$ cat config.mk
export PLATFORM = sky130hd
export DESIGN_NAME = vga_pan_ctrl_flat
export DESIGN_NICKNAME = d
export VERILOG_FILES = /design/src/rtl/vga_pan_if.sv /design/src/rtl/vga_pan_ctrl.sv /design/src/flat_wrapper.sv
export SDC_FILE = /design/constraint.sdc
export NUM_CORES = 1
export LEC_CHECK = 0
export CORE_AREA = 2 2 114 116
export DETAILED_ROUTE_END_ITERATION = 8
export DIE_AREA = 0 0 116 118
export DONT_BUFFER_PORTS = 1
export PLACE_DENSITY = 0.67
export SYNTH_ARGS = -nofsm -noshare
export SYNTH_HDL_FRONTEND = slang
export SYNTH_SLANG_ARGS = --single-unit
export TNS_END_PERCENT = 100
$ cat constraint.sdc
create_clock -name pixel_clk -period 6.8 [get_ports pixel_clk]
set_input_delay 1.36 -clock pixel_clk [delete_from_list [all_inputs] [get_ports pixel_clk]]
set_output_delay 1.36 -clock pixel_clk [all_outputs]
set_load 0.01 [all_outputs]
$ cat src/rtl/vga_pan_if.sv
// vga_pan_if
// Bundles the pan controller's control inputs and offset outputs.
//   button[6:3]   raw direction buttons (3=up, 4=right, 5=down, 6=left)
//   frame_start   one-cycle pulse at the start of vertical blanking
//   home          level request to recentre the picture
//   h_shift       horizontal pan offset, 10 bits
//   v_shift       vertical pan offset, 10 bits
//   shift_update  one-cycle pulse whenever an offset is rewritten
//   moving        high while the sequencer is not idle
// The master modport drives the inputs; the slave modport is the controller.
interface vga_pan_if;
    logic [6:3] button;
    logic       frame_start;
    logic       home;
    logic [9:0] h_shift;
    logic [9:0] v_shift;
    logic       shift_update;
    logic       moving;

    modport master (
        output button, frame_start, home,
        input  h_shift, v_shift, shift_update, moving
    );

    modport slave (
        input  button, frame_start, home,
        output h_shift, v_shift, shift_update, moving
    );
endinterface

$ cat src/rtl/vga_pan_ctrl.sv
// vga_pan_ctrl
// Frame-aligned pan/scroll sequencer for the VGA pattern generator.
// The four direction buttons are synchronised and debounced. A
// press / delay / repeat / fast state machine then steps the h_shift and
// v_shift offsets, always on the edge that follows a frame_start pulse,
// so that the picture never moves in the middle of a frame.
// Ports:
//   pixel_clk  single clock, rising edge
//   rst_n      asynchronous active-low reset
//   bus        vga_pan_if.slave (button, frame_start, home in;
//              h_shift, v_shift, shift_update, moving out)
module vga_pan_ctrl #(
    parameter int DEBOUNCE_CYCLES = 65536,
    parameter int REPEAT_DELAY    = 30,
    parameter int REPEAT_RATE     = 4,
    parameter int ACCEL_STEPS     = 16,
    parameter int STEP_SLOW       = 1,
    parameter int STEP_FAST       = 4
) (
    input  logic     pixel_clk,
    input  logic     rst_n,
    vga_pan_if.slave bus
);

    typedef enum logic [2:0] {
        ST_IDLE   = 3'd0,
        ST_FIRST  = 3'd1,
        ST_DELAY  = 3'd2,
        ST_REPEAT = 3'd3,
        ST_FAST   = 3'd4
    } state_t;

    localparam int DBW  = (DEBOUNCE_CYCLES > 1) ? $clog2(DEBOUNCE_CYCLES) : 1;
    localparam int FMAX = (REPEAT_DELAY > REPEAT_RATE) ? REPEAT_DELAY : REPEAT_RATE;
    localparam int FCW  = $clog2(FMAX + 1);
    localparam int SCW  = $clog2(ACCEL_STEPS + 1);

    localparam logic [DBW-1:0] DB_LAST  = DBW'(DEBOUNCE_CYCLES - 1);
    localparam logic [FCW-1:0] RD_LAST  = FCW'(REPEAT_DELAY - 1);
    localparam logic [FCW-1:0] RR_LAST  = FCW'(REPEAT_RATE - 1);
    localparam logic [SCW-1:0] ACC_LAST = SCW'(ACCEL_STEPS - 1);
    localparam logic [9:0]     SLOW_INC = 10'(STEP_SLOW);
    localparam logic [9:0]     FAST_INC = 10'(STEP_FAST);

    // Move one axis by amt in the pressed direction; arithmetic wraps mod 1024.
    function automatic logic [9:0] apply_step(input logic [9:0] base,
                                              input logic       inc,
                                              input logic       dec,
                                              input logic [9:0] amt);
        logic [9:0] res;
        if (inc) begin
            res = base + amt;
        end else if (dec) begin
            res = base - amt;
        end else begin
            res = base;
        end
        return res;
    endfunction

    logic [6:3]     sync1_r;
    logic [6:3]     sync2_r;
    logic [6:3]     db_r;
    logic [DBW-1:0] db_cnt_r [6:3];

    // Direction vector {x_inc, x_dec, y_inc, y_dec}; opposite buttons cancel.
    logic [3:0]     vec_s;
    logic [3:0]     dir_r;
    logic [3:0]     dir_nxt_s;

    state_t         state_r;
    state_t         state_nxt_s;
    logic [FCW-1:0] frame_cnt_r;
    logic [FCW-1:0] frame_cnt_nxt_s;
    logic [SCW-1:0] step_cnt_r;
    logic [SCW-1:0] step_cnt_nxt_s;
    logic           step_s;
    logic           step_fast_s;

    logic [9:0]     h_shift_r;
    logic [9:0]     v_shift_r;
    logic           shift_update_r;
    logic           moving_r;
    logic [9:0]     h_nxt_s;
    logic [9:0]     v_nxt_s;
    logic           upd_nxt_s;
    logic [9:0]     step_amt_s;

    // Two-flop synchroniser for the raw asynchronous buttons.
    always_ff @(posedge pixel_clk or negedge rst_n) begin
        if (!rst_n) begin
            sync1_r <= 4'b0000;
            sync2_r <= 4'b0000;
        end else begin
            sync1_r <= bus.button;
            sync2_r <= sync1_r;
        end
    end

    // Per-button debounce: flip only after DEBOUNCE_CYCLES consecutive differing samples.
    always_ff @(posedge pixel_clk or negedge rst_n) begin
        if (!rst_n) begin
            db_r <= 4'b0000;
            for (int i = 3; i <= 6; i++) begin
                db_cnt_r[i] <= '0;
            end
        end else begin
            for (int i = 3; i <= 6; i++) begin
                if (sync2_r[i] == db_r[i]) begin
                    db_cnt_r[i] <= '0;
                end else if (db_cnt_r[i] == DB_LAST) begin
                    db_r[i]     <= sync2_r[i];
                    db_cnt_r[i] <= '0;
                end else begin
                    db_cnt_r[i] <= db_cnt_r[i] + DBW'(1);
                end
            end
        end
    end

    // Decode debounced buttons: right=4, left=6, down=5, up=3.
    always_comb begin
        vec_s = {db_r[4] & ~db_r[6], db_r[6] & ~db_r[4],
                 db_r[5] & ~db_r[3], db_r[3] & ~db_r[5]};
    end

    // Sequencer state, frame/step counters and latched press direction.
    always_ff @(posedge pixel_clk or negedge rst_n) begin
        if (!rst_n) begin
            state_r     <= ST_IDLE;
            frame_cnt_r <= '0;
            step_cnt_r  <= '0;
            dir_r       <= 4'b0000;
        end else begin
            state_r     <= state_nxt_s;
            frame_cnt_r <= frame_cnt_nxt_s;
            step_cnt_r  <= step_cnt_nxt_s;
            dir_r       <= dir_nxt_s;
        end
    end

    // Next state: home wins, release/change restart, otherwise frame-paced stepping.
    always_comb begin
        state_nxt_s     = state_r;
        frame_cnt_nxt_s = frame_cnt_r;
        step_cnt_nxt_s  = step_cnt_r;
        dir_nxt_s       = dir_r;
        step_s          = 1'b0;
        step_fast_s     = 1'b0;
        if (bus.home) begin
            state_nxt_s     = ST_IDLE;
            frame_cnt_nxt_s = '0;
            step_cnt_nxt_s  = '0;
            dir_nxt_s       = 4'b0000;
        end else if (state_r == ST_IDLE) begin
            if (vec_s != 4'b0000) begin
                // A frame_start in this same cycle deliberately does not step.
                state_nxt_s     = ST_FIRST;
                frame_cnt_nxt_s = '0;
                step_cnt_nxt_s  = '0;
                dir_nxt_s       = vec_s;
            end else begin
                state_nxt_s = ST_IDLE;
            end
        end else if (vec_s == 4'b0000) begin
            state_nxt_s     = ST_IDLE;
            frame_cnt_nxt_s = '0;
            step_cnt_nxt_s  = '0;
            dir_nxt_s       = 4'b0000;
        end else if (vec_s != dir_r) begin
            // New direction is handled as a fresh press.
            state_nxt_s     = ST_FIRST;
            frame_cnt_nxt_s = '0;
            step_cnt_nxt_s  = '0;
            dir_nxt_s       = vec_s;
        end else if (bus.frame_start) begin
            case (state_r)
                ST_FIRST: begin
                    step_s          = 1'b1;
                    state_nxt_s     = ST_DELAY;
                    frame_cnt_nxt_s = '0;
                end
                ST_DELAY: begin
                    if (frame_cnt_r == RD_LAST) begin
                        step_s          = 1'b1;
                        state_nxt_s     = ST_REPEAT;
                        frame_cnt_nxt_s = '0;
                        step_cnt_nxt_s  = '0;
                    end else begin
                        frame_cnt_nxt_s = frame_cnt_r + FCW'(1);
                    end
                end
                ST_REPEAT: begin
                    if (frame_cnt_r == RR_LAST) begin
                        step_s          = 1'b1;
                        frame_cnt_nxt_s = '0;
                        if (step_cnt_r == ACC_LAST) begin
                            state_nxt_s    = ST_FAST;
                            step_cnt_nxt_s = '0;
                        end else begin
                            step_cnt_nxt_s = step_cnt_r + SCW'(1);
                        end
                    end else begin
                        frame_cnt_nxt_s = frame_cnt_r + FCW'(1);
                    end
                end
                ST_FAST: begin
                    if (frame_cnt_r == RR_LAST) begin
                        step_s          = 1'b1;
                        step_fast_s     = 1'b1;
                        frame_cnt_nxt_s = '0;
                    end else begin
                        frame_cnt_nxt_s = frame_cnt_r + FCW'(1);
                    end
                end
                default: begin
                    state_nxt_s     = ST_IDLE;
                    frame_cnt_nxt_s = '0;
                    step_cnt_nxt_s  = '0;
                    dir_nxt_s       = 4'b0000;
                end
            endcase
        end else begin
            state_nxt_s = state_r;
        end
    end

    // Output decode: next offsets and update pulse from home / step decisions.
    always_comb begin
        h_nxt_s    = h_shift_r;
        v_nxt_s    = v_shift_r;
        upd_nxt_s  = 1'b0;
        step_amt_s = step_fast_s ? FAST_INC : SLOW_INC;
        if (bus.home) begin
            h_nxt_s   = 10'd0;
            v_nxt_s   = 10'd0;
            upd_nxt_s = 1'b1;
        end else if (step_s) begin
            h_nxt_s   = apply_step(h_shift_r, vec_s[3], vec_s[2], step_amt_s);
            v_nxt_s   = apply_step(v_shift_r, vec_s[1], vec_s[0], step_amt_s);
            upd_nxt_s = 1'b1;
        end else begin
            upd_nxt_s = 1'b0;
        end
    end

    // Registered outputs.
    always_ff @(posedge pixel_clk or negedge rst_n) begin
        if (!rst_n) begin
            h_shift_r      <= 10'd0;
            v_shift_r      <= 10'd0;
            shift_update_r <= 1'b0;
            moving_r       <= 1'b0;
        end else begin
            h_shift_r      <= h_nxt_s;
            v_shift_r      <= v_nxt_s;
            shift_update_r <= upd_nxt_s;
            moving_r       <= (state_nxt_s != ST_IDLE);
        end
    end

    assign bus.h_shift      = h_shift_r;
    assign bus.v_shift      = v_shift_r;
    assign bus.shift_update = shift_update_r;
    assign bus.moving       = moving_r;

endmodule
$ cat src/flat_wrapper.sv
// flat-port wrapper written by rule: the top's interface ports become plain ports
module vga_pan_ctrl_flat 
#(
    parameter int DEBOUNCE_CYCLES = 65536,
    parameter int REPEAT_DELAY    = 30,
    parameter int REPEAT_RATE     = 4,
    parameter int ACCEL_STEPS     = 16,
    parameter int STEP_SLOW       = 1,
    parameter int STEP_FAST       = 4
)
  (pixel_clk, rst_n, bus_button, bus_frame_start, bus_home, bus_h_shift, bus_v_shift, bus_shift_update, bus_moving);
  vga_pan_if bus_i ();
  input  logic pixel_clk;
  input  logic rst_n;
  input wire logic [$bits(bus_i.button)-1:0] bus_button;
  input wire logic [$bits(bus_i.frame_start)-1:0] bus_frame_start;
  input wire logic [$bits(bus_i.home)-1:0] bus_home;
  output wire logic [$bits(bus_i.h_shift)-1:0] bus_h_shift;
  output wire logic [$bits(bus_i.v_shift)-1:0] bus_v_shift;
  output wire logic [$bits(bus_i.shift_update)-1:0] bus_shift_update;
  output wire logic [$bits(bus_i.moving)-1:0] bus_moving;
  assign bus_i.button = bus_button;
  assign bus_i.frame_start = bus_frame_start;
  assign bus_i.home = bus_home;
  assign bus_h_shift = bus_i.h_shift;
  assign bus_v_shift = bus_i.v_shift;
  assign bus_shift_update = bus_i.shift_update;
  assign bus_moving = bus_i.moving;
  vga_pan_ctrl #(.DEBOUNCE_CYCLES(DEBOUNCE_CYCLES), .REPEAT_DELAY(REPEAT_DELAY), .REPEAT_RATE(REPEAT_RATE), .ACCEL_STEPS(ACCEL_STEPS), .STEP_SLOW(STEP_SLOW), .STEP_FAST(STEP_FAST)) u_core (.pixel_clk(pixel_clk), .rst_n(rst_n), .bus(bus_i));
endmodule
Word level (Yosys, flattened, before mapping). Cells that the tools add are included.

Input bits: 8. Logic and storage cells: 149. Register bits after elaboration: 115.

Reductions and logical operators: 20. Bitwise gates (word level): 12. Mux-type cells: 68. Equal/unequal tests: 21. Add/subtract/negate cells: 10.

Operator list (number): $mux 16 (8); $mux 10 (8); $mux 5 (16); $add 16x1->16 const B (4); $eq 16x16->1 const B (4); $mux 4 (7); $mux 3 (9); $add 10x10->10 (2); $sub 10x10->10 (2); $mux 1 (16); $pmux 5 s3 (1); $reduce_and 2->1 (7); $ne 6x2->1 const B (2); $pmux 3 s4 (1); $add 5x1->5 const B (2); $ne 5x1->1 const B (2); $pmux 5 s2 (1); $reduce_bool 3->1 (3); $not 1->1 (8); $eq 3x2->1 const B (2); $eq 5x2->1 const B (1); $eq 5x4->1 const B (1); $eq 5x5->1 const B (1); $reduce_and 5->1 (1); 15 further kinds (22).

Depth between registers and ports, before layout. Gate-level depths: netlist of run 1.

Depth in word-level cells: 14. Gate-level depth with buffers: 15.

Worst setup path after synthesis of run 1. OpenSTA, ideal clock, no wires.

Path type: in2reg. Start: input bus_frame_start. End: register u_core.h_shift_r[9] (netlist: u_core.bus.h_shift[9]). Setup slack: 2.857 ns. Stages on the path: 12. Path buffers: 2. Arrival: 3.823 ns. Data required time: 6.680 ns. Setup time: 0.120 ns. Cells stage by stage: buf_1 -> nand3_1 -> or3_1 -> clkbuf_1 -> and2_1 -> ha_1 -> a211oi_1 -> o211ai_1 -> a41oi_1 -> mux2i_1 -> a21oi_1 -> a31o_2.

Longest elaborated chain between the ends: 11.

Ends and longest elaborated chain: from (decl) (line flat_wrapper.sv:16) `input wire logic [$bits(bus_i.frame_start)-1:0] bus_frame_start;`; $mux 1 (line vga_pan_ctrl.sv:176) `end else if (bus.frame_start) begin`; $mux 1 (line vga_pan_ctrl.sv:170) `end else if (vec_s != dir_r) begin`; $mux 1 (line vga_pan_ctrl.sv:165) `end else if (vec_s == 4'b0000) begin`; $mux 1 (line vga_pan_ctrl.sv:155) `end else if (state_r == ST_IDLE) begin`; $mux 1 (line vga_pan_ctrl.sv:150) `if (bus.home) begin`; $mux 3 (line vga_pan_ctrl.sv:233) `step_amt_s = step_fast_s ? FAST_INC : SLOW_INC;`; $sub 10x10->10 (line vga_pan_ctrl.sv:54) `res = base - amt;`; $mux 10 (line vga_pan_ctrl.sv:53) `end else if (dec) begin`; $mux 10 (line vga_pan_ctrl.sv:51) `if (inc) begin`; $mux 10 (line vga_pan_ctrl.sv:238) `end else if (step_s) begin`; $mux 10 (line vga_pan_ctrl.sv:234) `if (bus.home) begin`; to (signal assigned) (line vga_pan_ctrl.sv:255) `h_shift_r <= h_nxt_s;`; to (decl) (line vga_pan_ctrl.sv:80) `logic [9:0] h_shift_r;`.

Several ways; a longest one is shown, not always the timed one. The select of a mux whose other input is x is not followed. A chain may end at the register's enable or synchronous reset.

Worst setup path after layout of run 1.
Start: register u_core.db_r[6] in the netlist's numbering. End: register u_core.v_shift_r[8] (netlist: u_core.bus.v_shift[8]).

Longest elaborated chain between the ends: 13.

Ends and longest elaborated chain: from (decl) (line vga_pan_ctrl.sv:63) `logic [6:3] db_r;`; from (signal, indexed assignment) (line vga_pan_ctrl.sv:112) `db_r[i] <= sync2_r[i];`; $not 1->1 (line vga_pan_ctrl.sv:123) `vec_s = {db_r[4] & ~db_r[6], db_r[6] & ~db_r[4],`; $and 1x1->1 (line vga_pan_ctrl.sv:123); $ne 4x4->1 (line vga_pan_ctrl.sv:170); $mux 1 (line vga_pan_ctrl.sv:170); $mux 1 (line vga_pan_ctrl.sv:165); $mux 1 (line vga_pan_ctrl.sv:155); $mux 1 (line vga_pan_ctrl.sv:150); $mux 3 (line vga_pan_ctrl.sv:233); $sub 10x10->10 (line vga_pan_ctrl.sv:54); $mux 10 (line vga_pan_ctrl.sv:53); $mux 10 (line vga_pan_ctrl.sv:51); $mux 10 (line vga_pan_ctrl.sv:238); $mux 10 (line vga_pan_ctrl.sv:234); to (signal assigned) (line vga_pan_ctrl.sv:256) `v_shift_r <= v_nxt_s;`; to (decl) (line vga_pan_ctrl.sv:81) `logic [9:0] v_shift_r;`.

Several ways; a longest one is shown, not always the timed one. The select of a mux whose other input is x is not followed.

==> results of run 1 <==
==> metrics by stage <==
| step | worst slack, ps | power, W | cell area [um^2] |
|---|---|---|---|
| 6_report | 2870 | 0.00180 | 6980 |
| 5_1_grt | 2550 | 0.00186 | 6980 |
| 4_1_cts | 2860 | 0.00181 | 6980 |
| 3_5_place_dp | 2900 | 0.000735 | 6270 |
| 3_3_place_gp | 2960 | 0.000734 | 6270 |
| 2_1_floorplan | 2860 | 0.000732 | 6120 |
==> routing by layer <==
metal	up-vias	wire length (um)	track usage (%)
met4	0	116	5.88
li1	2167	-	-
met3	9	398	5.97
met1	2091	5240	23.5
met5	-	0	0
met2	67	5560	29.8
==> worst max-delay path, stage by stage, from the launching register on <==
cell and delay [ps]:
dfrtp_1 400, inv_1 60, ha_1 240, xor2_1 210
nor4_4 450, nand3_1 190, or3_1 460, and2_1 220
fa_1 440, a21oi_1 240, o211ai_1 150, o41ai_1 370
xnor2_1 190, mux2i_1 100, nor2_1 120
==> flip-flops by register name, summed over array words and instances, names as in the netlist, 4 cells and up <==
register and count:
u_core.db_cnt_r 64, u_core.bus.h_shift 10, u_core.bus.v_shift 10, u_core.frame_cnt_r 5, u_core.step_cnt_r 5, u_core.db_r 4, u_core.dir_r 4, u_core.sync1_r 4
u_core.sync2_r 4
==> kinds of logic after synthesis <==
| family | synth area share, % |
|---|---|
| AO/OA/AOI/OAI | 8.46 |
| buffers and inverters | 2.25 |
| multiplexers | 3.64 |
| adder cells (fa/ha/maj) | 6.58 |
| AND/OR/NAND/NOR | 20.9 |
| XOR/XNOR | 11.2 |
| flip-flops | 47.0 |
==> final timing paths <==
kind                                    from               endpoint  slack [ps]  depth (start not counted)
setup / recovery              u_core.db_r[6]  u_core.bus.v_shift[8]        2870                         14
hold / removal             u_core.sync1_r[3]      u_core.sync2_r[3]         350                          0
setup reg to reg              u_core.db_r[6]  u_core.bus.v_shift[8]        2870                         14
hold reg to reg            u_core.sync1_r[3]      u_core.sync2_r[3]         350                          0
max in group asynchronous              rst_n      u_core.sync2_r[3]        5920                          0
min in group asynchronous              rst_n  u_core.bus.v_shift[7]         650                          0
==> Yosys cell counts, types with 3 or more instances <==
library cell | n | share of area, %
o21bai_1 | 4 | 0.49
ha_1 | 29 | 5.9
and3_1 | 12 | 1.2
a21o_1 | 6 | 0.74
nand2_1 | 46 | 2.8
buf_2 | 5 | 0.41
nand3_1 | 34 | 2.8
mux2i_1 | 20 | 3.3
xor2_1 | 39 | 5.6
or4_1 | 3 | 0.37
or2_2 | 4 | 0.41
and4_1 | 10 | 1.4
nand4_1 | 8 | 0.82
nor2_1 | 118 | 7.2
xnor2_1 | 39 | 5.6
clkbuf_1 | 11 | 0.67
nand2b_1 | 8 | 0.82
nor2b_1 | 5 | 0.51
o211ai_1 | 4 | 0.49
a41oi_1 | 3 | 0.43
nor3_1 | 4 | 0.33
dfrtp_1 | 115 | 47
o21ai_0 | 21 | 1.7
a21oi_1 | 20 | 1.6
or3_1 | 3 | 0.31
inv_1 | 18 | 1.1
and2_1 | 4 | 0.41
==> final cells by class <==
class,count,area (um^2)
clock buffers,19,453
clock inverters,11,255
fillers,1065,5440
inverters,18,67.6
multi-input cells,477,3110
flip-flops and latches,115,2880
well taps,172,215
==> power breakdown <==
part	internal, W	leakage [nW]	switching [W]
clock	0.000774	0.349	0.000301
combinational	0.00000861	1.33	0.0000140
sequential	0.000694	1.58	0.00000708
==> results.toml, run 1 <==
[floorplanning]
die_area_um2 = 13700
row_count = 41
die_h_um = 118
io_pins = 30
die_width_um = 116
core-area_um2 = 12400
start_util_pct = 49.3

[route]
drtIter0Drc = 316
via_per_inst = 5.34
ant_nets = 0
drc = 0
wl_mm = 11.3
vias = 4334
wl_per_cell_um = 13.9
first_pass_iters = 4

[yosys]
synth_ff_type = "dfrtp_1"
synth_area_um2 = 6120
seq_area_frac_synth_pct = 47.0
ys.warnings.count = 0
ys_ff_latch = 115
synth_cell_types = 52
synth.avg_cell_area_um2 = 9.76
async_reset_ff_share_pct = 100
synthCells = 627
synth-edff-count = 0
syn_nets = 666

[clock_tree]
cts.sinks = 115
cts_buffers = 17
clk_path_buf_depth = 2
post-cts-setup-buffer-count = 0
cts_tree = "built"
clkTransAtPathRegs_ps = 50
cts_max_level = 4
cts-root-buf = "clkbuf_16"
clock_latency_ps = 410
cts_hold_buffers = 0
cts_resized = 0

[global_route]
grt.overflow.total = 0
grt_max_degree = 116
grt_usage_pct = 18.5
grt_pass1_wl_mm = 20.3
grt_pass1_vias = 4341
antenna_found_initial = 0

[worst_setup_path]
cp.arrival_ps = 4270
cp-start-kind = "flip-flop"
worst_setup_path_end_kind = "flip-flop"
path_max_fanout = 7
required_ps = 7140
path_class = "reg2reg"

[min_path]
hold_class = "reg2reg"

[timing]
setup_viol = 0
slew_headroom_pct = 25.7
clock_skew_ps = 6.37
timing.final.max_slew_violations = 0
holdWs_ps = 347
rsz0062_at_grt = "no"
finalCriticalPeriod_ps = 3930
setup_tns_ps = 0
period_share_pct = 57.8
worstMarginPinSlew_ps = 1110
finalHoldViolCount = 0
fmax_mhz = 254

[place]
dp.cells = 782
gp_congestion = 0.834
hpwl_mm = 7.66
port_buffers = 0

[layout]
diodes = 0
layout.nets = 668
area_delta_synth_final_pct = 13.9
final_common_cell = "nor2_1"
final_util_pct = 56.2
layout-drive-gt1-share_pct = 6.56
final_cell_mix = "118 x nor2_1, 115 x dfrtp_1, 46 x nand2_1"
stdcell_count = 812

[outcome]
status = "completed"

[power]
p_per_area_nw_per_um2 = 258
ir_worst_vdd_v = 0.000204
power.leakage_nw = 3.26

[job]
maxCapViolations = 0
(Power assumes the default switching activity.)
==> run 2: changes to the inputs <==
==> constraint.sdc (replaced) <==
create_clock -name pixel_clk -period 3.8 [get_ports pixel_clk]
set_input_delay 0.76 -clock pixel_clk [delete_from_list [all_inputs] [get_ports pixel_clk]]
set_output_delay 0.76 -clock pixel_clk [all_outputs]
set_load 0.01 [all_outputs]
==> run 2 against run 1 <==
Clock power up 30%; first-iteration DRC count down 38%; final cell count up 0.74%; worst hold slack worse by 310 ps; critical endpoint is now u_core.bus.h_shift[9]; utilization down 0.96 points; combinational power up 77%; power up 49%; global-route usage up 0.10 points; largest power group unchanged; highest routed layer unchanged.
==> results.toml, run 2 (synthesis gave the netlist of run 1 again) <==
[power]
ir_worst_vdd_v = 0.000257
combPwrFrac_pct = 1.5
p_sw_w = 0.000590
p_per_area_nw_per_um2 = 392
power.leakage_nw = 3.19
p_int_w = 0.00210
power_w = 0.00269
p_clk_share_pct = 51.8
p_seq_share_pct = 46.7
swShare_pct = 22.0

[clock_tree]
cts_hold_buffers = 0
clk_path_buf_depth = 2
cts-root-buf = "clkbuf_16"
cts_max_level = 4
clkTransAtPathRegs_ps = 50
clock_latency_ps = 420
cts_buffers = 17
cts_tree = "built"
cts.sinks = 115

[route]
via_per_inst = 5.38
vias = 4399
ant_nets = 0
first_pass_iters = 4
wl_per_cell_um = 14.1
drtIter0Drc = 197
drc = 0
wl_mm = 11.5

[global_route]
grt_use_met1_pct = 23.2
grt.overflow.total = 0
grt.busiest_layer = "met2"
grt_pass1_vias = 4479
grt_max_degree = 116
grt_pass1_wl_mm = 20.3
grt_usage_pct = 18.6
groute.layer.met2.usage_pct = 30.2
antenna_found_initial = 0
grtUsageMet3_pct = 5.77

[worst_setup_path]
timing.rr.start = "u_core.db_r[6]"
critical_path.startpoint = "u_core.db_r[6]"
cp.arrival_ps = 3880
cp-start-kind = "flip-flop"
path_class = "reg2reg"
worst_setup_path_end_kind = "flip-flop"
required_ps = 4100
path_max_fanout = 5

[layout]
final_util_pct = 55.2
largest_register_ffs = 64
fin_area_um2 = 6860
largest_register = "u_core.db_cnt_r"
layout-drive-gt1-share_pct = 7.74
layout.nets = 673
fill_cells = 1097
final_common_cell = "nor2_1"
area_delta_synth_final_pct = 12.0
final_cell_mix = "118 x nor2_1, 115 x dfrtp_1, 46 x nand2_1"
diodes = 0
stdcell_count = 818

[floorplanning]
io_pins = 30
row_count = 41
die_area_um2 = 13700
die_width_um = 116
start_util_pct = 49.3
core-area_um2 = 12400
die_h_um = 118

[place]
dp.cells = 786
gp_congestion = 0.807
dpl_cell_area_um2 = 6300
hpwl_mm = 7.73
port_buffers = 0

[timing]
setup_tns_ps = 0
rsz0062_at_grt = "no"
slew_headroom_pct = 27.2
clock_skew_ps = 8.81
finalCriticalPeriod_ps = 3580
finalHoldViolCount = 0
fmax_mhz = 280
worstMarginPinSlew_ps = 1090
timing.final.max_slew_violations = 0
setup_viol = 0
period_share_pct = 94.1

[min_path]
hold_class = "in2async"

[job]
maxCapViolations = 0

[outcome]
status = "completed"
run 2: path summary, 6_finish.rpt:
check / endpoint / slack, ps / cells after the start
setup / recovery: u_core.bus.h_shift[9] / 220 / 14
hold / removal: u_core.bus.v_shift[6] / 40 / 0
setup reg to reg: u_core.bus.h_shift[9] / 220 / 14
hold reg to reg: u_core.sync2_r[3] / 380 / 0
max in group asynchronous: u_core.bus.h_shift[9] / 3550 / 0
min in group pixel_clk: u_core.sync1_r[6] / 370 / 0
run 2: what timing repair did:
item | in CTS | in global routing
hold endpoints to repair | 0 | 0
gates resized for setup | 0 | 6
setup buffers | 0 | 1
setup endpoints to repair | 0 | 4
run 2: per-stage QoR:
stage | worst slack (ps) | hold slack, ps
after detailed placement | 124 | 364
after CTS | 69.7 | 20.4
after global placement | 223 | 367
final | 225 | 35.0
after floorplan | 173 | 331
after global routing | 19.5 | 16.8
run 2: worst max-delay path: stages, from the launching register on:
cell and delay, ps:
dfrtp_1 400, inv_1 70, ha_1 210, xor2_1 190, nor4_4 310, nand3_1 150
or3_4 420, and2_1 200, ha_1 300, a211oi_2 270, o211ai_1 170, a41oi_2 210
mux2i_1 250, a21oi_1 90, a31o_2 220
run 2: cell type report:
| cell class | count | area, um^2 | share of cell area, % |
|---|---|---|---|
| multi-input cells | 477 | 3140 | 45.9 |
| flip-flops and latches | 115 | 2880 | 42.0 |
| clock buffers | 22 | 454 | 6.62 |
| well taps | 172 | 215 | 3.14 |
| inverters | 18 | 67.6 | 0.985 |
| clock inverters | 9 | 60.1 | 0.876 |
| repair buffers | 5 | 37.5 | 0.547 |
run 2: routing by layer:
metal / vias to the layer above / share of wire [%]
li1: 2177 / -
met1: 2133 / 46
met2: 74 / 48
met3: 15 / 4.6
met4: 0 / 1.4
met5: - / 0
run 2: power groups by stage:
stage | Sequential [W] | Clock, W | Combinational (W)
after floorplan | 0.00127 | 0 | 0.0000385
after global placement | 0.00127 | 0 | 0.0000386
after detailed placement | 0.00128 | 0 | 0.0000407
after CTS | 0.00125 | 0.00142 | 0.0000409
after global routing | 0.00126 | 0.00148 | 0.0000472
final | 0.00125 | 0.00139 | 0.0000401
==> run 3: changes to the inputs <==
--- a/config.mk
+++ b/config.mk
@@ -6,6 +6,7 @@
 export NUM_CORES = 1
 export LEC_CHECK = 0
 export CORE_AREA = 2 2 114 116
+export CTS_BUF_LIST = sky130_fd_sc_hd__clkbuf_4
 export DETAILED_ROUTE_END_ITERATION = 8
 export DIE_AREA = 0 0 116 118
 export DONT_BUFFER_PORTS = 1
==> run 3 against run 2 <==
Setup slack better by 45 ps; fmax up 1.3%; utilization down 2.1 points; non-clock buffer count up 2; critical path depth unchanged; clock power down 46%; via count down 1.1%; design area down 3.8%; first-iteration DRC count down 2.5%; wire length down 2.0%; flip-flop and latch count unchanged.
==> results.toml, run 3 (synthesis gave the netlist of run 1 again) <==
[floorplanning]
row_count = 41
io_pins = 30
die_area_um2 = 13700
core-area_um2 = 12400
die_width_um = 116
die_h_um = 118
start_util_pct = 49.3

[worst_setup_path]
path_max_fanout = 5
worst_setup_path_end_kind = "flip-flop"
required_ps = 4230
cp-start-kind = "flip-flop"
cp.arrival_ps = 3960
path_class = "reg2reg"

[layout]
diodes = 0
final_cell_mix = "118 x nor2_1, 115 x dfrtp_1, 46 x nand2_1"
layout-drive-gt1-share_pct = 8.49
area_delta_synth_final_pct = 7.79
fin_area_um2 = 6600
layout.nets = 675
largest_register = "u_core.db_cnt_r"
stdcell_count = 820
largest_register_ffs = 64
final_common_cell = "nor2_1"

[route]
drc = 0
drtIter0Drc = 192
vias = 4350
via_per_inst = 5.30
ant_nets = 0
wl_per_cell_um = 13.8
first_pass_iters = 5
wl_mm = 11.3

[clock_tree]
cts_buffers = 17
cts_tree = "built"
clk_path_buf_depth = 2
cts_max_level = 4
clkTransAtPathRegs_ps = 110
cts-root-buf = "clkbuf_4"
cts.sinks = 115
clock_latency_ps = 520

[global_route]
grt_pass1_vias = 4391
grtUsageMet3_pct = 5.36
antenna_found_initial = 0
grt_use_met1_pct = 23.1
grt.busiest_layer = "met2"
groute.layer.met2.usage_pct = 29.4
grt_usage_pct = 18.3
grt.overflow.total = 0
grt_max_degree = 116
grt_pass1_wl_mm = 20.1

[timing]
clock_skew_ps = 18.3
timing.final.max_slew_violations = 0
finalHoldViolCount = 0
worstMarginPinSlew_ps = 1110
setup_viol = 0
slew_headroom_pct = 25.6
setup_tns_ps = 0
fmax_mhz = 283
rsz0062_at_grt = "no"
period_share_pct = 92.9
finalCriticalPeriod_ps = 3530
setup_ws_ps = 269

[place]
dp.cells = 786
hpwl_mm = 7.73
gp_congestion = 0.807
dpl_cell_area_um2 = 6300
port_buffers = 0
dpl_worst_slack_ps = 124

[power]
power_w = 0.00206
p_per_area_nw_per_um2 = 313
ir_worst_vdd_v = 0.000157
power.leakage_nw = 3.08

[outcome]
status = "completed"

[job]
maxCapViolations = 0

[min_path]
hold_class = "in2async"
run 3: cell types whose count changed in the layout (fill, tap and decap cells not counted), sizes merged:
cell	delta
buf	+2
clkbuf	-1
clkinv	+1
run 3: final timing paths:
check	cells after the start	end	startpoint	slack [ps]
max	14	u_core.bus.h_shift[9]	u_core.db_r[4]	270
min	1	u_core.bus.v_shift[0]	rst_n	120
max reg2reg	14	u_core.bus.h_shift[9]	u_core.db_r[4]	270
min reg2reg	0	u_core.sync2_r[3]	u_core.sync1_r[3]	390
max in group asynchronous	1	u_core.db_cnt_r[9]	rst_n	3180
min in group pixel_clk	0	u_core.sync1_r[4]	bus_button[1]	260
run 3: area by class of cell:
type	count	area, um^2
Fill cell	1138	5820
Multi-Input combinational cell	477	3140
Sequential cell	115	2880
Tap cell	172	215
Clock buffer	21	158
Timing Repair Buffer	7	72.6
Inverter	18	67.6
Clock inverter	10	63.8
run 3: worst max-delay path, cell delays in order (launching register included):
cell	delay (ps)
dfrtp_1	400
inv_1	70
ha_1	230
xor2_1	190
nor4_4	290
nand3_1	150
or3_4	420
and2_1	210
ha_1	310
a211oi_2	250
o211ai_1	160
a41oi_2	210
mux2i_1	250
a21oi_1	90
a31o_2	220
run 3: where the power goes:
part           switching, W  internal [W]
registers         0.0000128       0.00124
logic             0.0000473     0.0000181
clock network      0.000468      0.000278
run 3: through the flow:
stage               utilization, %  hold slack, ps
floorplan                        -             331
global placement              50.7             367
detailed placement            50.7             364
CTS                           52.7             164
global route                  53.2             186
finish                        53.2             119
run 3: timing repair:
item	in CTS	in global routing
setup buffers	0	2
endpoints found under the setup margin	0	4
hold endpoints to repair	115	0
resized for setup	0	6
hold buffers	1	0
run 3: per-layer routing:
layer  vias up  part of all wire [%]
met4         0                   1.5
li1       2181                     -
met3        16                   4.0
met5         -                     0
met1      2089                    47
met2        64                    48
==> RTL edit 1, RTL diff (settings of run 3) <==
Make the reset (`rst_n`) synchronous in 4 clocked blocks. Comments in the files are not updated.
--- a/src/rtl/vga_pan_ctrl.sv
+++ b/src/rtl/vga_pan_ctrl.sv
@@ -87,7 +87,7 @@
     logic [9:0]     step_amt_s;
 
     // Two-flop synchroniser for the raw asynchronous buttons.
-    always_ff @(posedge pixel_clk or negedge rst_n) begin
+    always_ff @(posedge pixel_clk) begin
         if (!rst_n) begin
             sync1_r <= 4'b0000;
             sync2_r <= 4'b0000;
@@ -98,7 +98,7 @@
     end
 
     // Per-button debounce: flip only after DEBOUNCE_CYCLES consecutive differing samples.
-    always_ff @(posedge pixel_clk or negedge rst_n) begin
+    always_ff @(posedge pixel_clk) begin
         if (!rst_n) begin
             db_r <= 4'b0000;
             for (int i = 3; i <= 6; i++) begin
@@ -125,7 +125,7 @@
     end
 
     // Sequencer state, frame/step counters and latched press direction.
-    always_ff @(posedge pixel_clk or negedge rst_n) begin
+    always_ff @(posedge pixel_clk) begin
         if (!rst_n) begin
             state_r     <= ST_IDLE;
             frame_cnt_r <= '0;
@@ -245,7 +245,7 @@
     end
 
     // Registered outputs.
-    always_ff @(posedge pixel_clk or negedge rst_n) begin
+    always_ff @(posedge pixel_clk) begin
         if (!rst_n) begin
             h_shift_r      <= 10'd0;
             v_shift_r      <= 10'd0;
Function: differs if rst_n is asserted again (counterexample within 4 cycles, from zero or initial values and one cycle with rst_n low); with rst_n held inactive, the same outputs for 10 cycles.
==> RTL edit 1 against run 3 <==
- count of clock-buffer cells in the layout fell by 4
- worst setup slack better by 0.33 ns
- core utilization up 4.0 points
- design area up 7.5%
- power is 13% higher
- sequential cell count stayed put
- final cell count rose by 15%
- routed wire length increased by 9.7%
- area after synthesis increased by 5.0%
- non-clock buffer count decreased by 1
- via count increased by 14%
==> RTL edit 1: results (changes against run 3) <==
totalWireLength_um: 12400  # +9.7%
dr.pass1.iters: 4  # -1
fin_crit_ns: 3.20  # -0.334 ns
grt_usage_pct: 19.8  # +1.6 points
hpwlAfterDp_um: 8930  # +16%
critPathMaxStageDelay_ns: 0.40  # -0.02 ns
synth_area_leaders: "edfxtp_1 (30%), dfxtp_1 (16%), nor2_1 (6.1%), ha_1 (5.6%), xnor2_1 (4.9%)"
clock_skew_ns: 0.0169  # -0.00139 ns
grt_pass1_wl_um: 21600  # +7.9%
ff2ff_setup_slack_ns: 0.60  # +0.33 ns
n_all_buffers: 6  # -1
r2r-end: "u_core.bus.v_shift[9]"
cp_slowest_cell: "dfxtp_1"
m1WireLength_um: 5530  # +4.8%
gp_congestion: 0.875  # +8.5%
antenna_found_initial: 1  # +1
yosysSeqAreaShare_pct: 45.8  # -1.2 points
slew-limit-headroom_pct: 28.8  # +3.2 points
r2r_start: "u_core.db_r[3]"
multi_input_area_share_pct: 49.6  # +2.0 points
antenna_cells: 1  # +1
grt_pass1_vias: 4909  # +12%
status: "completed"
use_met3_pct: 6.33  # +0.98 points
use_met2_pct: 31.4  # +1.9 points
synth_ff_type: "edfxtp_1"
seq_share_pct: 41.5  # -2.1 points
clk_latency_ns: 0.58  # +0.06 ns
## RTL edit 1: per-stage QoR
| stage | util (%) | setup WS [ns] |
|---|---|---|
| finish | 57.2 | 0.603 |
| global route | 57.2 | 0.332 |
| CTS | 57.1 | 0.616 |
| detailed placement | 55.0 | 0.655 |
| global placement | 55.0 | 0.795 |
| floorplan | - | 0.812 |
## RTL edit 1: kinds of logic (layout without fill, tap and decap cells)
| family | after synthesis | after routing | synth area share (%) |
|---|---|---|---|
| AOI/OAI and AO/OA | 96 | 96 | 9.46 |
| xor gates and xnor gates | 71 | 71 | 9.67 |
| adders and majority gates | 31 | 31 | 5.97 |
| buffers and inverters | 52 | 64 | 3.13 |
| DFF | 115 | 115 | 45.8 |
| muxes | 7 | 7 | 1.11 |
| other | 1 | 65 | 0.0583 |
| and+or+nand+nor | 325 | 325 | 24.8 |
## RTL edit 1: report_power, final
group          leakage, nW  internal, mW  switching [mW]  total [mW]
clock                0.134         0.380           0.504       0.884
combinational         1.42        0.0284          0.0435      0.0719
sequential            1.07          1.34          0.0295        1.37
total                 2.63          1.75           0.577        2.33
## RTL edit 1: worst max path at each step
stage | cells after the start | start | endpoint | slack, ns
2_1_floorplan | 15 | u_core.db_r[3] | u_core.bus.h_shift[6] | 0.81
3_3_place_gp | 15 | u_core.db_r[3] | u_core.bus.v_shift[9] | 0.80
3_5_place_dp | 15 | u_core.db_r[4] | u_core.bus.v_shift[9] | 0.65
4_1_cts | 15 | u_core.db_r[3] | u_core.bus.v_shift[9] | 0.62
5_1_grt | 15 | u_core.db_r[3] | u_core.bus.v_shift[9] | 0.33
6_report | 15 | u_core.db_r[3] | u_core.bus.v_shift[9] | 0.60
==> RTL edit 2, RTL diff (settings of run 3) <==
Without the edit above. `ACCEL_STEPS` is set to 16 in 2 places; all go to 32.
--- a/src/rtl/vga_pan_ctrl.sv
+++ b/src/rtl/vga_pan_ctrl.sv
@@ -13,7 +13,7 @@
     parameter int DEBOUNCE_CYCLES = 65536,
     parameter int REPEAT_DELAY    = 30,
     parameter int REPEAT_RATE     = 4,
-    parameter int ACCEL_STEPS     = 16,
+    parameter int ACCEL_STEPS     = 32,
     parameter int STEP_SLOW       = 1,
     parameter int STEP_FAST       = 4
 ) (
--- a/src/flat_wrapper.sv
+++ b/src/flat_wrapper.sv
@@ -4,7 +4,7 @@
     parameter int DEBOUNCE_CYCLES = 65536,
     parameter int REPEAT_DELAY    = 30,
     parameter int REPEAT_RATE     = 4,
-    parameter int ACCEL_STEPS     = 16,
+    parameter int ACCEL_STEPS     = 32,
     parameter int STEP_SLOW       = 1,
     parameter int STEP_FAST       = 4
 )
Behaviour: no difference found for any inputs over 10 cycles, from zero or initial values and one cycle with rst_n low; that may be too few to reach the edited logic, so the function may still have changed.
==> RTL edit 2 against run 3 <==
- worst hold slack improved by 0.0088 ns
- power grew 4.7%
- maximum frequency grew 3.2%
- routed wire length is 3.5% lower
- design area rose by 1.2%
- non-clock buffer count fell by 5
- area after synthesis rose by 2.3%
- worst setup slack improved by 0.11 ns
- count of clock-buffer cells in the layout down 3
- clock skew decreased by 0.0071 ns
- die area did not move
- sequential cell count up 1
- core utilization up 0.64 points
- critical endpoint unchanged
- largest cell class unchanged
- highest routed layer unchanged
==> RTL edit 2: results (changes against run 3) <==
avgSynthCellArea_sq_um: 9.77  # about the same
dr.pass1.iters: 4  # -1
gp_congestion: 0.854  # +5.8%
power.leakage_nw: 3.04  # -1.2%
max-vdd-ir-drop_v: 0.000163  # +3.5%
pre_cts_slack_ns: 0.330  # +0.206 ns
clkbuf_count: 18  # -14%
ys_ff_latch: 116  # +0.87%
synth-compound-area-share_pct: 9.69  # +1.2 points
wire_per_inst_um: 13.2  # -4.4%
synth_cell_types: 56  # +7.7%
grt_usage_pct: 18.0  # -0.23 points
critPathMaxStageDelay_ns: 0.40  # -0.02 ns
pg_clk_mw: 0.831  # +11%
ys_top_cells_by_count: "dfrtp_1 (116), nor2_1 (116), nand2_1 (47)"
grt_max_degree: 117  # +0.86%
multi_input_area_share_pct: 47.8  # +0.11 points
dp.cells: 796  # +1.3%
p_int_mw: 1.65  # +7.4%
hpwlAfterDp_um: 7560  # -2.2%
n_all_buffers: 2  # -5
clock_power_share_pct: 38.5  # +2.3 points
cp_data_arrival_time_ns: 3.83  # -0.13 ns
status: "completed"
synth_area_leaders: "dfrtp_1 (46%), nor2_1 (7.0%), xnor2_1 (5.9%), ha_1 (5.8%), xor2_1 (4.9%)"
fin_nets: 683  # +1.2%
nFillCells: 1129  # -0.79%
slew-limit-headroom_pct: 53.9  # +28 points
buf_share_pct: 0.525  # -0.58 points
final-clk-cell-share_pct: 3.78  # +0.43 points
first_iter_violations: 186  # -3.1%
[RTL edit 2: cell types whose count changed in the layout (fill, tap and decap cells not counted), moves of 3 or more]
cell      before  now
and3_1        12    8
buf_4          6    1
clkbuf_4      21   18
clkinv_1       1    4
inv_1         18   22
o31ai_1        0    9
or2_1          0    3
xnor2_1       39   42
xor2_1        39   35
[RTL edit 2: worst max-delay path, delay by kind of cell (launching register included)]
family / cells / cell delay [ns]
xor+xnor: 1 / 0.21
simple gates: 3 / 0.82
buf+inv: 1 / 0.07
mux: 1 / 0.25
compound gates: 5 / 1.01
fa+ha+maj: 2 / 0.56
flops: 1 / 0.40
[RTL edit 2: worst paths after layout]
kind / cells after the start / endpoint / slack (ns) / startpoint
min in group pixel_clk: 0 / u_core.sync1_r[5] / 0.26 / bus_button[2]
hold / removal: 1 / u_core.bus.v_shift[8] / 0.13 / rst_n
max in group asynchronous: 1 / u_core.step_cnt_r[4] / 3.16 / rst_n
hold reg to reg: 0 / u_core.sync2_r[6] / 0.35 / u_core.sync1_r[6]
setup / recovery: 13 / u_core.bus.h_shift[9] / 0.38 / u_core.db_r[3]
setup reg to reg: 13 / u_core.bus.h_shift[9] / 0.38 / u_core.db_r[3]
[RTL edit 2: routing by layer]
| metal | vias to the layer above | part of all wire, % | global-route usage [%] | routed length [um] |
|---|---|---|---|---|
| li1 | 2212 | - | - | - |
| met1 | 2095 | 47 | 22.2 | 5150 |
| met2 | 48 | 48 | 29.9 | 5220 |
| met3 | 16 | 3.4 | 5.10 | 372 |
| met4 | 0 | 1.7 | 6.55 | 182 |
| met5 | - | 0 | 0 | 0 |
[RTL edit 2: what timing repair did]
item,in CTS,in global routing
gates resized for setup,0,1
setup endpoints to repair,0,1
endpoints found under the hold margin,116,0
hold buffers,1,0
